## config.mk

```make
export PLATFORM = sky130hd
export DESIGN_NAME = span_margin_engine
export DESIGN_NICKNAME = d
export VERILOG_FILES = /design/src/rtl/span_pkg.sv /design/src/rtl/span_scan_unit.sv /design/src/rtl/span_margin_engine.sv
export SDC_FILE = /design/constraint.sdc
export NUM_CORES = 2
export LEC_CHECK = 0
export BUFFER_PORTS_ARGS = -buffer_cell sky130_fd_sc_hd__buf_2
export CAP_MARGIN = 20
export CORE_MARGIN = 4
export CORE_UTILIZATION = 50
export DETAILED_ROUTE_END_ITERATION = 6
export GPL_TIMING_DRIVEN = 0
export PLACE_DENSITY_LB_ADDON = 0.2
export SETUP_SLACK_MARGIN = 0.15
export SLEW_MARGIN = 20
export SYNTH_ARGS = -nofsm -noshare
export SYNTH_HDL_FRONTEND = slang
export SYNTH_SLANG_ARGS = --single-unit
```

## constraint.sdc

```tcl
create_clock -name clk -period 17.06 [get_ports clk]
set_input_delay 0.853 -clock clk [delete_from_list [all_inputs] [get_ports clk]]
set_output_delay 0.853 -clock clk [all_outputs]
set_load 0.05 [all_outputs]
```

## src/rtl/span_pkg.sv

```systemverilog
// Shared definitions for the SPAN margin engine: register map, status bits,
// FSM states and scenario sweep constants.
package span_pkg;

    localparam logic [5:0] OFF_CTRL        = 6'd0;
    localparam logic [5:0] OFF_PSR         = 6'd1;
    localparam logic [5:0] OFF_SPREAD_RATE = 6'd2;
    localparam logic [5:0] OFF_MARGIN_LO   = 6'd3;
    localparam logic [5:0] OFF_MARGIN_HI   = 6'd4;
    localparam logic [5:0] OFF_SCAN_RISK   = 6'd5;
    localparam logic [5:0] OFF_POS_BASE    = 6'd8;

    localparam int ST_BUSY = 0;
    localparam int ST_DONE = 1;
    localparam int ST_ERR  = 2;
    localparam int ST_SAT  = 3;

    localparam int N_SCEN     = 9;
    localparam int SCAN_SHIFT = 2;
    localparam int M_MAX      = (N_SCEN - 1) / 2;
    localparam int SCAN_W     = 48;

    typedef enum logic [1:0] {
        S_IDLE,
        S_ACCUM,
        S_SCAN,
        S_FINAL
    } state_t;

endpackage

```

## src/rtl/span_scan_unit.sv

```systemverilog
// One price scenario per enabled cycle: loss for move m, plus running
// maximum of the losses (floored at zero).
module span_scan_unit
    import span_pkg::*;
#(
    parameter int NET_W = 23
) (
    input  logic                     clk,
    input  logic                     reset,
    input  logic                     clr,
    input  logic                     en,
    input  logic signed [NET_W-1:0]  net,
    input  logic        [15:0]       psr,
    input  logic signed [3:0]        m,
    output logic signed [SCAN_W-1:0] risk
);

    logic signed [20:0]       prod;
    logic signed [20:0]       move;
    logic signed [SCAN_W-1:0] loss;

    always_comb begin
        prod = 21'($signed({1'b0, psr})) * 21'(m);
        move = prod >>> SCAN_SHIFT;
        loss = -(SCAN_W'(net) * SCAN_W'(move));
    end

    // Starting from zero makes the result max(0, max loss)
    always_ff @(posedge clk) begin
        if (reset || clr) begin
            risk <= '0;
        end else if (en && (loss > risk)) begin
            risk <= loss;
        end
    end

endmodule

```

## src/rtl/span_margin_engine.sv

```systemverilog
// SPAN initial-margin engine on the chipselect/offset register bus.
// Optional done interrupt under SPAN_MARGIN_IRQ_EN.
module span_margin_engine
    import span_pkg::*;
#(
    parameter int N_POS    = 8,
    parameter int POS_W    = 16,
    parameter int MARGIN_W = 24
) (
    input  logic        clk,
    input  logic        reset,
    input  logic        chipselect,
    input  logic        write,
    input  logic        read,
    input  logic [5:0]  offset,
    input  logic [15:0] writeData,
    output logic [15:0] readData,
    output logic        busy,
    output logic        irq
);

    localparam int ACC_W = POS_W + 6;
    localparam int ACC_X = ACC_W + 1;
    localparam int SPR_W = ACC_W + 8;
    localparam int IDX_W = (N_POS > 1) ? $clog2(N_POS) : 1;

    state_t state_q, state_d;

    logic [15:0]             psr_q;
    logic [7:0]              rate_q;
    logic signed [POS_W-1:0] pos_q [N_POS];
    logic [ACC_W-1:0]        longs_q, shorts_q;
    logic [IDX_W-1:0]        idx_q;
    logic signed [3:0]       m_q;
    logic [MARGIN_W-1:0]     margin_q;
    logic [15:0]             risk_q;
    logic                    done_q, err_q, sat_q;

    logic             wr, rd, ctrl_wr, clr_cmd, start;
    logic             is_pos, cfg_wr;
    logic [IDX_W-1:0] pidx;
    logic             acc_en, scan_en, fin_en;
    logic             acc_last, scan_last;

    logic signed [ACC_X-1:0]  pext;
    logic signed [ACC_X-1:0]  net;
    logic signed [SCAN_W-1:0] risk;
    logic [ACC_W-1:0]         mn;
    logic [SPR_W-1:0]         spread;
    logic [SCAN_W-1:0]        total;
    logic                     sat_now;
    logic [31:0]              mext;
    logic [15:0]              status;
    logic [15:0]              rdata;

    always_comb begin
        wr      = chipselect && write;
        rd      = chipselect && read;
        ctrl_wr = wr && (offset == OFF_CTRL);
        clr_cmd = ctrl_wr && writeData[1];
        is_pos  = (int'(offset) >= int'(OFF_POS_BASE)) &&
                  (int'(offset) < int'(OFF_POS_BASE) + N_POS);
        pidx    = IDX_W'(offset - OFF_POS_BASE);
        cfg_wr  = wr && ((offset == OFF_PSR) ||
                  (offset == OFF_SPREAD_RATE) || is_pos);
        busy    = (state_q != S_IDLE);
    end

    always_ff @(posedge clk) begin
        if (reset) begin
            state_q <= S_IDLE;
        end else begin
            state_q <= state_d;
        end
    end

    always_comb begin
        state_d   = state_q;
        start     = 1'b0;
        acc_en    = 1'b0;
        scan_en   = 1'b0;
        fin_en    = 1'b0;
        acc_last  = (idx_q == IDX_W'(N_POS - 1));
        scan_last = (m_q == 4'(M_MAX));
        unique case (state_q)
            S_IDLE: begin
                if (ctrl_wr && writeData[0]) begin
                    start   = 1'b1;
                    state_d = S_ACCUM;
                end
            end
            S_ACCUM: begin
                acc_en = 1'b1;
                if (acc_last) state_d = S_SCAN;
            end
            S_SCAN: begin
                scan_en = 1'b1;
                if (scan_last) state_d = S_FINAL;
            end
            S_FINAL: begin
                fin_en  = 1'b1;
                state_d = S_IDLE;
            end
            default: state_d = S_IDLE;
        endcase
    end

    always_comb begin
        pext    = ACC_X'(pos_q[idx_q]);
        net     = $signed({1'b0, longs_q}) - $signed({1'b0, shorts_q});
        mn      = (longs_q < shorts_q) ? longs_q : shorts_q;
        spread  = SPR_W'(mn) * SPR_W'(rate_q);
        total   = $unsigned(risk) + SCAN_W'(spread);
        sat_now = |total[SCAN_W-1:MARGIN_W];
    end

    span_scan_unit #(
        .NET_W (ACC_X)
    ) u_scan (
        .clk   (clk),
        .reset (reset),
        .clr   (start),
        .en    (scan_en),
        .net   (net),
        .psr   (psr_q),
        .m     (m_q),
        .risk  (risk)
    );

    always_ff @(posedge clk) begin
        if (reset) begin
            psr_q    <= '0;
            rate_q   <= '0;
            longs_q  <= '0;
            shorts_q <= '0;
            idx_q    <= '0;
            m_q      <= '0;
            margin_q <= '0;
            risk_q   <= '0;
            done_q   <= 1'b0;
            err_q    <= 1'b0;
            sat_q    <= 1'b0;
            for (int i = 0; i < N_POS; i++) pos_q[i] <= '0;
        end else begin
            if (wr && !busy) begin
                if (offset == OFF_PSR) psr_q <= writeData;
                if (offset == OFF_SPREAD_RATE) rate_q <= writeData[7:0];
                if (is_pos) pos_q[pidx] <= writeData[POS_W-1:0];
            end
            if (clr_cmd) begin
                done_q <= 1'b0;
                err_q  <= 1'b0;
                sat_q  <= 1'b0;
            end
            if (cfg_wr && busy) err_q <= 1'b1;
            if (start) begin
                done_q   <= 1'b0;
                longs_q  <= '0;
                shorts_q <= '0;
                idx_q    <= '0;
                m_q      <= -4'(M_MAX);
            end
            // Shorts add |pos|, i.e. subtract the negative value
            if (acc_en) begin
                idx_q <= idx_q + IDX_W'(1);
                if (pext > 0) longs_q <= longs_q + pext[ACC_W-1:0];
                else if (pext < 0) shorts_q <= shorts_q - pext[ACC_W-1:0];
            end
            if (scan_en) m_q <= m_q + 4'sd1;
            if (fin_en) begin
                margin_q <= sat_now ? '1 : total[MARGIN_W-1:0];
                risk_q   <= risk[15:0];
                done_q   <= 1'b1;
                if (sat_now) sat_q <= 1'b1;
            end
        end
    end

    always_comb begin
        mext           = 32'(margin_q);
        status         = '0;
        status[ST_BUSY] = busy;
        status[ST_DONE] = done_q;
        status[ST_ERR]  = err_q;
        status[ST_SAT]  = sat_q;
        rdata          = '0;
        unique case (1'b1)
            offset == OFF_CTRL:        rdata = status;
            offset == OFF_PSR:         rdata = psr_q;
            offset == OFF_SPREAD_RATE: rdata = {8'd0, rate_q};
            offset == OFF_MARGIN_LO:   rdata = mext[15:0];
            offset == OFF_MARGIN_HI:   rdata = mext[31:16];
            offset == OFF_SCAN_RISK:   rdata = risk_q;
            is_pos:                    rdata = 16'(pos_q[pidx]);
            default:                   rdata = '0;
        endcase
    end

    always_ff @(posedge clk) begin
        if (reset) begin
            readData <= '0;
        end else if (rd) begin
            readData <= rdata;
        end
    end

`ifdef SPAN_MARGIN_IRQ_EN
    logic irq_q;

    // A completing run wins over a same-cycle clear
    always_ff @(posedge clk) begin
        if (reset) begin
            irq_q <= 1'b0;
        end else if (fin_en) begin
            irq_q <= 1'b1;
        end else if (clr_cmd || (rd && offset == OFF_CTRL)) begin
            irq_q <= 1'b0;
        end
    end

    assign irq = irq_q;
`else
    assign irq = 1'b0;
`endif

endmodule

```

# Word level (Yosys, flattened, before mapping)

Memory sizes are Yosys's and may differ from the RTL's. A register that Yosys moved wholly into a read port is not among the register bits.
Index checks and enable logic that the tools add are counted.

Bits in registers: 184
Latch bits: 0
RAM bits: 128
Memory bits (read-only): 0
Output and inout port bits: 18
Memories kept: 1

$add $sub $neg: 8
$mul: 3
Div/mod/pow operators: 0
Magnitude comparators: 6
Equal/unequal tests: 13
Shifts and indexed selects: 0
Muxes and demuxes: 41
Bitwise gates (word level): 0
Reduce and logical (&&, ||, !) cells: 26

Memories:

| memory | depth | width | read ports | clocked after memory_dff | wr ports | line                     | RTL |
|---|---|---|---|---|---|---|---|
| pos_q  | 8     | 16    | 2          | 1                        | 8        | span_margin_engine.sv:31 | `logic signed [POS_W-1:0] pos_q [N_POS];` |

Operator list:

| cell                | number |
|---|---|
| $mux 22             | 8 |
| $pmux 16 s7         | 1 |
| $add 48x30->48      | 1 |
| $gt 48x48->1        | 1 |
| $neg 48->48         | 1 |
| $mul 23x19->42      | 1 |
| $mul 22x8->30       | 1 |
| $mux 24             | 1 |
| $reduce_or 24->1    | 1 |
| $sub 22x22->23      | 1 |
| $add 22x22->22      | 1 |
| $lt 22x22->1        | 1 |
| $sub 22x22->22      | 1 |
| $mul 17x4->21       | 1 |
| $mux 1              | 19 |
| $gt 16x1->1 const B | 1 |
| $lt 16x1->1 const B | 1 |
| $mux 16             | 1 |
| $reduce_or 16->1    | 1 |
| $mux 3              | 5 |
| $eq 6x2->1 const B  | 2 |
| $eq 6x3->1 const B  | 2 |
| $logic_and 1x1->1   | 10 |
| $mux 4              | 2 |
| other kinds (21)    | 32 |

# Longest topological paths before layout

Depth in word-level cells: 9
Depth in mapped cells: 62
Depth with buffers taken out: 57

# Modules after synthesis

A second synthesis with hierarchy kept.

Cells, all modules: 4926
Area, all modules: 44971.9 µm²

Modules (own cells, without submodules):

| module             | instances | cells an instance | area each (µm²) |
|---|---|---|---|
| span_margin_engine | 1         | 2460              | 22983.3 |
| span_scan_unit     | 1         | 2466              | 21988.6 |

# Least setup slack after synthesis

OpenSTA, ideal clock, no wires.

Path kind: register to register
From: register m_q[2]
To: register u_scan.risk[11]
Library setup time: 0.071 ns
Arrival: 13.772 ns
Required time: 16.989 ns
Setup slack: 3.217 ns
Cell stages (with the launch flop): 58
Clock period less this slack: 13.843 ns
Cells stage by stage: dfxtp_1 -> clkbuf_1 -> clkbuf_1 -> nand2_1 -> fa_1 -> fa_1 -> fa_1 -> inv_1 -> ha_1 -> a21o_1 -> a21oi_1 -> o21bai_1 -> a21oi_1 -> o21bai_1 -> a211o_1 -> a2111o_1 -> and3_1 -> o21ai_0 -> [22 not listed] -> or3b_4 -> nor4_4 -> nand3_2 -> or3_1 -> and2_1 -> ha_1 -> nand4_1 -> nor4_1 -> inv_1 -> nor3_1 -> a22oi_1 -> o2111ai_1 -> xnor2_1 -> and2_1 -> clkbuf_1 -> clkbuf_1 -> nand2_1 -> a21oi_1

Cells in the longest elaborated chain, start to end: 5

RTL lines:

| element                   | line                      | RTL |
|---|---|---|
| from (decl)               | span_margin_engine.sv:34  | `logic signed [3:0] m_q;` |
| from (signal assigned)    | span_margin_engine.sv:161 | `m_q <= -4'(M_MAX);` |
| from (signal assigned)    | span_margin_engine.sv:169 | `if (scan_en) m_q <= m_q + 4'sd1;` |
| $mul 17x4->21             | span_scan_unit.sv:23      | `prod = 21'($signed({1'b0, psr})) * 21'(m);` |
| $mul 23x19->42            | span_scan_unit.sv:25      | `loss = -(SCAN_W'(net) * SCAN_W'(move));` |
| $neg 48->48               | span_scan_unit.sv:25      |  |
| named net u_scan.loss[39] | span_scan_unit.sv:20      | `logic signed [SCAN_W-1:0] loss;` |
| $gt 48x48->1              | span_scan_unit.sv:32      | `end else if (en && (loss > risk)) begin` |
| $logic_and 1x1->1         | span_scan_unit.sv:32      |  |
| to (signal assigned)      | span_scan_unit.sv:33      | `risk <= loss;` |
| to (decl)                 | span_scan_unit.sv:15      | `output logic signed [SCAN_W-1:0] risk` |

The timed path passes the listed nets, and every way through them passes these cells.
A chain may end at the register's enable or synchronous reset.

# Final worst setup path

From: register m_q[3]
To: register u_scan.risk[46]

Same word-level chain as after synthesis.

==> parameters.txt <==
Parameter                              Value

Clock network
  Sink Count ... ~320
  Number of post-CTS setup repair buffers ... 0
  Clock insertion delay at the later pin of the skew report ... 0.60 ns
  Hold Buf Count CTS ... 0
  Number of buffers added by the clock tree synthesis step ... 38
  Clk pin slew, worst setup/hold paths ... 0.06 ns
  Maximum clock insertion buffer count ... 3
  Number of H-tree branching levels ... 2
  Library cell used as clock root buffer ... sky130_fd_sc_hd__clkbuf_16
  Clock tree from TritonCTS ... done

Critical path
  Start of the worst register-to-register path ... m_q[3]
  CP endpoint kind ... flip-flop
  Largest driver fanout on the critical path ... 10
  Critical-path top delay cell ... sky130_fd_sc_hd__xnor2_2
  Timing startpoint of the critical path ... m_q[3]
  Reg2reg setup slack ... 1.0 ns
  Top cell family by delay on the critical path ... adder cells
  Launching element type of the critical path ... flip-flop
  Critical path data arrival time ... between 15 and 20 ns
  Reg2reg path depth ... 50
  Logic depth of the worst setup path including buffers ... 50
  Required time of the critical path ... 17.59 ns
  Count of buffering cells on the critical path with inverters included ... 6
  Setup Crit Path Kind ... reg2reg
  Most prevalent standard cell on the critical path ... sky130_fd_sc_hd__fa_1
  Worst flop-to-flop path endpoint ... u_scan.risk[46]
  Stage delay of the slowest cell on the critical path ... 0.62 ns
  Worst setup path endpoint ... u_scan.risk[46]

Die
  Chip Width ... 320.7 µm
  Die Span Y ... 320.7 µm
  Initial core utilization ... 50.47%
  I/O pin cnt ... 45
  Floorplan Core Area ... 96,850 µm²
  DIE AREA ... 102,800 µm²
  Placement row count ... 114

Synth
  Area share of the largest cell type after synthesis ... between 20% and 30%
  Top cell types by occurrence after synthesis ... 755 x sky130_fd_sc_hd__inv_1, 617 x sky130_fd_sc_hd__fa_1, 616 x sky130_fd_sc_hd__nand2_1, 381 x sky130_fd_sc_hd__nor2_1, 337 x sky130_fd_sc_hd__ha_1
  Post-synth ARST share ... 0%
  Syn_area_per_cell ... 8.672 µm²
  Most numerous cell in the Yosys netlist ... sky130_fd_sc_hd__inv_1
  Portion of the post-synthesis area used by sequential elements ... between 10% and 20%
  Synth Flop Type ... sky130_fd_sc_hd__dfxtp_1
  Post-Synthesis Net Count ... 6,617
  Cell type with the largest total area after synthesis ... sky130_fd_sc_hd__fa_1
  Cell area after technology mapping ... 48,880 µm²
  Largest cells by area after synthesis ... sky130_fd_sc_hd__fa_1 25%, sky130_fd_sc_hd__ha_1 8.6%, sky130_fd_sc_hd__edfxtp_1 7.9%
  Number of synthesized register bits ... 315
  Post-synth cell types ... 115
  Number of synthesized flops with an enable pin ... 128
  Yosys warning count ... 0
  Number of instances in the synthesized netlist ... 5,636

Power and ir drop
  Leakage ... 22.20 nW
  Part of the total power dissipated in combinational logic ... 73.3%
  Switching share of power ... between 50% and 60%
  Clock share of power ... a little over an eighth
  Sequential Power Share ... 13.2%
  Power per unit of standard cell area ... approximately 120 nW/µm²
  Internal Dissipation ... 2.544 mW
  Overall power ... ~6.3 mW
  Net load switching power ... 3.757 mW
  Peak VDD IR ... 0.0001983 V

Placement
  GPL Wtd Cong ... 1.036
  Placed wire-length estimate ... around 150,000 µm
  Instance area after placement ... just over 50,000 µm²
  Post-place setup slack ... 0.09107 ns
  Port Buffers ... 43

Final layout
  Final core utilization ... 53.94%
  Fill count ... 9,088
  Final Net Count ... ~6,700
  Final instance area ... around 52,000 µm²
  Fraction of layout cells with a size suffix above 1 ... 5.424%
  Area added between synthesis and finish ... 6.881%

Routing
  Total Wirelength ... 185,300 µm
  Post-detailed-route count of antenna-violating nets ... 0
  Remaining routing DRC violations ... 3
  First DRT Iteration DRCs ... roughly 5,500
  Via-to-Cell Ratio ... 6.298
  Average routed wire per standard cell ... 26.35 µm
  Router iterations before antenna repair ... 7
  Total via count in the routed design ... 44,291

Status
  Violated checks ... DRC
  Status ... complete, but fails checks

Timing
  Final critical-path required period ... 16.06 ns
  Count of final hold-check violations ... 0
  RSZ-0062 raised after global routing ... false
  Achievable Freq ... ~62 MHz
  Count of final setup violators ... 0
  Share of the clock period used by the worst path after layout ... between 90% and 100%
  Pin slew with the least headroom to its limit ... 1.236 ns
  Min setup slack post-route ... 0.9969 ns
  Post-Route Skew ... 0.03423 ns
  Total count of max-transition violations in the final report ... 0
  Accumulated negative setup slack ... 0 ns
  Headroom to the max-slew limit ... 17.61%

Run
  Max capacitance violation total ... 0

Global route
  Largest net degree at the start of global routing ... 17
  Total track usage ... 35.65%
  Wire length of the first global-routing pass ... 277,100 µm
  Antenna violations before repair ... 6
  Global route total overflow ... 0
  Via count of the first global-routing pass ... 44,067

Hold path
  Class of the tightest hold or removal check ... reg2reg
## worst min-delay path by stage
stage	cells past startpoint	slack, ns	start	to
6_report	2	0.46	u_scan.risk[17]	u_scan.risk[17]
5_1_grt	2	0.48	u_scan.risk[17]	u_scan.risk[17]
4_1_cts	2	0.46	u_scan.risk[17]	u_scan.risk[17]
3_5_place_dp	2	0.45	u_scan.risk[17]	u_scan.risk[17]
3_3_place_gp	2	0.43	u_scan.risk[47]	u_scan.risk[47]
2_1_floorplan	2	0.43	u_scan.risk[47]	u_scan.risk[47]
## area by class of cell
class	instances	area (µm²)	area share (%)
Multi-Input combinational cell	4164	37080	70.99
Clock buffer	50	1057	2.024
Clock inverter	18	244.0	0.4670
Buffer	402	1582	3.027
Antenna cell	4	10.01	0.01916
Tap cell	1276	1597	3.056
Sequential cell	315	7587	14.52
Inverter	755	2834	5.425
Timing Repair Buffer	48	246.5	0.4718
## cell families after synthesis
logic type | count (synthesis) | synth area share (%)
AOI/OAI and AO/OA | 1138 | 16.44
xor gates and xnor gates | 173 | 3.131
muxes | 141 | 4.551
other | 1 | 0.007672
buffers and inverters | 1157 | 9.011
DFF | 315 | 15.52
and+or+nand+nor | 1757 | 17.44
adders and majority gates | 954 | 33.90
## state kept, by name, summed over array words and instances, names as in the netlist, named ones only
signal,count
done_q,1
pos_q,128
err_q,1
idx_q,3
m_q,4
psr_q,16
shorts_q,22
state_q,2
rate_q,8
u_scan.risk,48
sat_q,1
readData,16
margin_q,24
longs_q,22
risk_q,16
## worst register-to-register path: cells and delay by family, from the launching register on
kind | cells | cell delay (ns)
adder cells (fa/ha/maj) | 13 | 5.51
AND/OR/NAND/NOR | 15 | 3.76
AO/OA/AOI/OAI | 13 | 3.62
buffers and inverters | 6 | 1.14
XOR/XNOR | 2 | 0.97
flip-flops | 1 | 0.53
multiplexers | 1 | 0.49
## layout by cell type (no fill, tap or decap), types with 24 or more instances in the layout
cell	instances
sky130_fd_sc_hd__inv_1	755
sky130_fd_sc_hd__fa_1	617
sky130_fd_sc_hd__nand2_1	616
sky130_fd_sc_hd__nor2_1	381
sky130_fd_sc_hd__ha_1	337
sky130_fd_sc_hd__clkbuf_1	317
sky130_fd_sc_hd__a21oi_1	301
sky130_fd_sc_hd__and2_1	224
sky130_fd_sc_hd__dfxtp_1	187
sky130_fd_sc_hd__edfxtp_1	128
sky130_fd_sc_hd__a22o_1	121
sky130_fd_sc_hd__a311oi_1	120
sky130_fd_sc_hd__nand4_1	119
sky130_fd_sc_hd__o211ai_1	104
sky130_fd_sc_hd__xnor2_1	98
sky130_fd_sc_hd__a22oi_1	93
sky130_fd_sc_hd__o21ai_0	90
sky130_fd_sc_hd__nand3_1	83
sky130_fd_sc_hd__a21o_1	82
sky130_fd_sc_hd__buf_2	69
sky130_fd_sc_hd__nor2b_1	67
sky130_fd_sc_hd__mux2i_1	66
sky130_fd_sc_hd__nor3_1	64
sky130_fd_sc_hd__mux4_2	64
sky130_fd_sc_hd__xor2_1	57
sky130_fd_sc_hd__buf_1	53
sky130_fd_sc_hd__clkbuf_16	38
sky130_fd_sc_hd__and3_1	37
sky130_fd_sc_hd__nand2b_1	36
sky130_fd_sc_hd__a31oi_1	31
sky130_fd_sc_hd__a211oi_1	24
## layer usage
metal,GRT usage [%],wire [µm],share of wire [%],up-vias
li1,-,-,-,19297
met5,0,0,0,-
met1,45.99,71380,39,21762
met4,20.06,13460,7.3,0
met2,55.42,80680,44,2594
met3,8.354,19800,11,638
## stage by stage
stage | cells | hold WS [ns]
after floorplan | 5636 | 0.4250
after global placement | 6955 | 0.4347
after detailed placement | 6960 | 0.4496
after CTS | 7028 | 0.4570
after global routing | 7029 | 0.4756
final | 7032 | 0.4588
## power by group through the flow
stage	logic, mW	registers [mW]	clock network [mW]
final	4.62	0.830	0.852
after CTS	4.35	0.829	0.857
after floorplan	2.77	0.837	0
after global placement	4.28	0.843	0
after global routing	4.83	0.831	0.888
after detailed placement	4.32	0.845	0
## repair_timing
action / CTS / global route
setup endpoints to repair: 20 / 48
pin swaps: 0 / 0
resized for setup: 1 / 24
(Power assumes the default switching activity.)
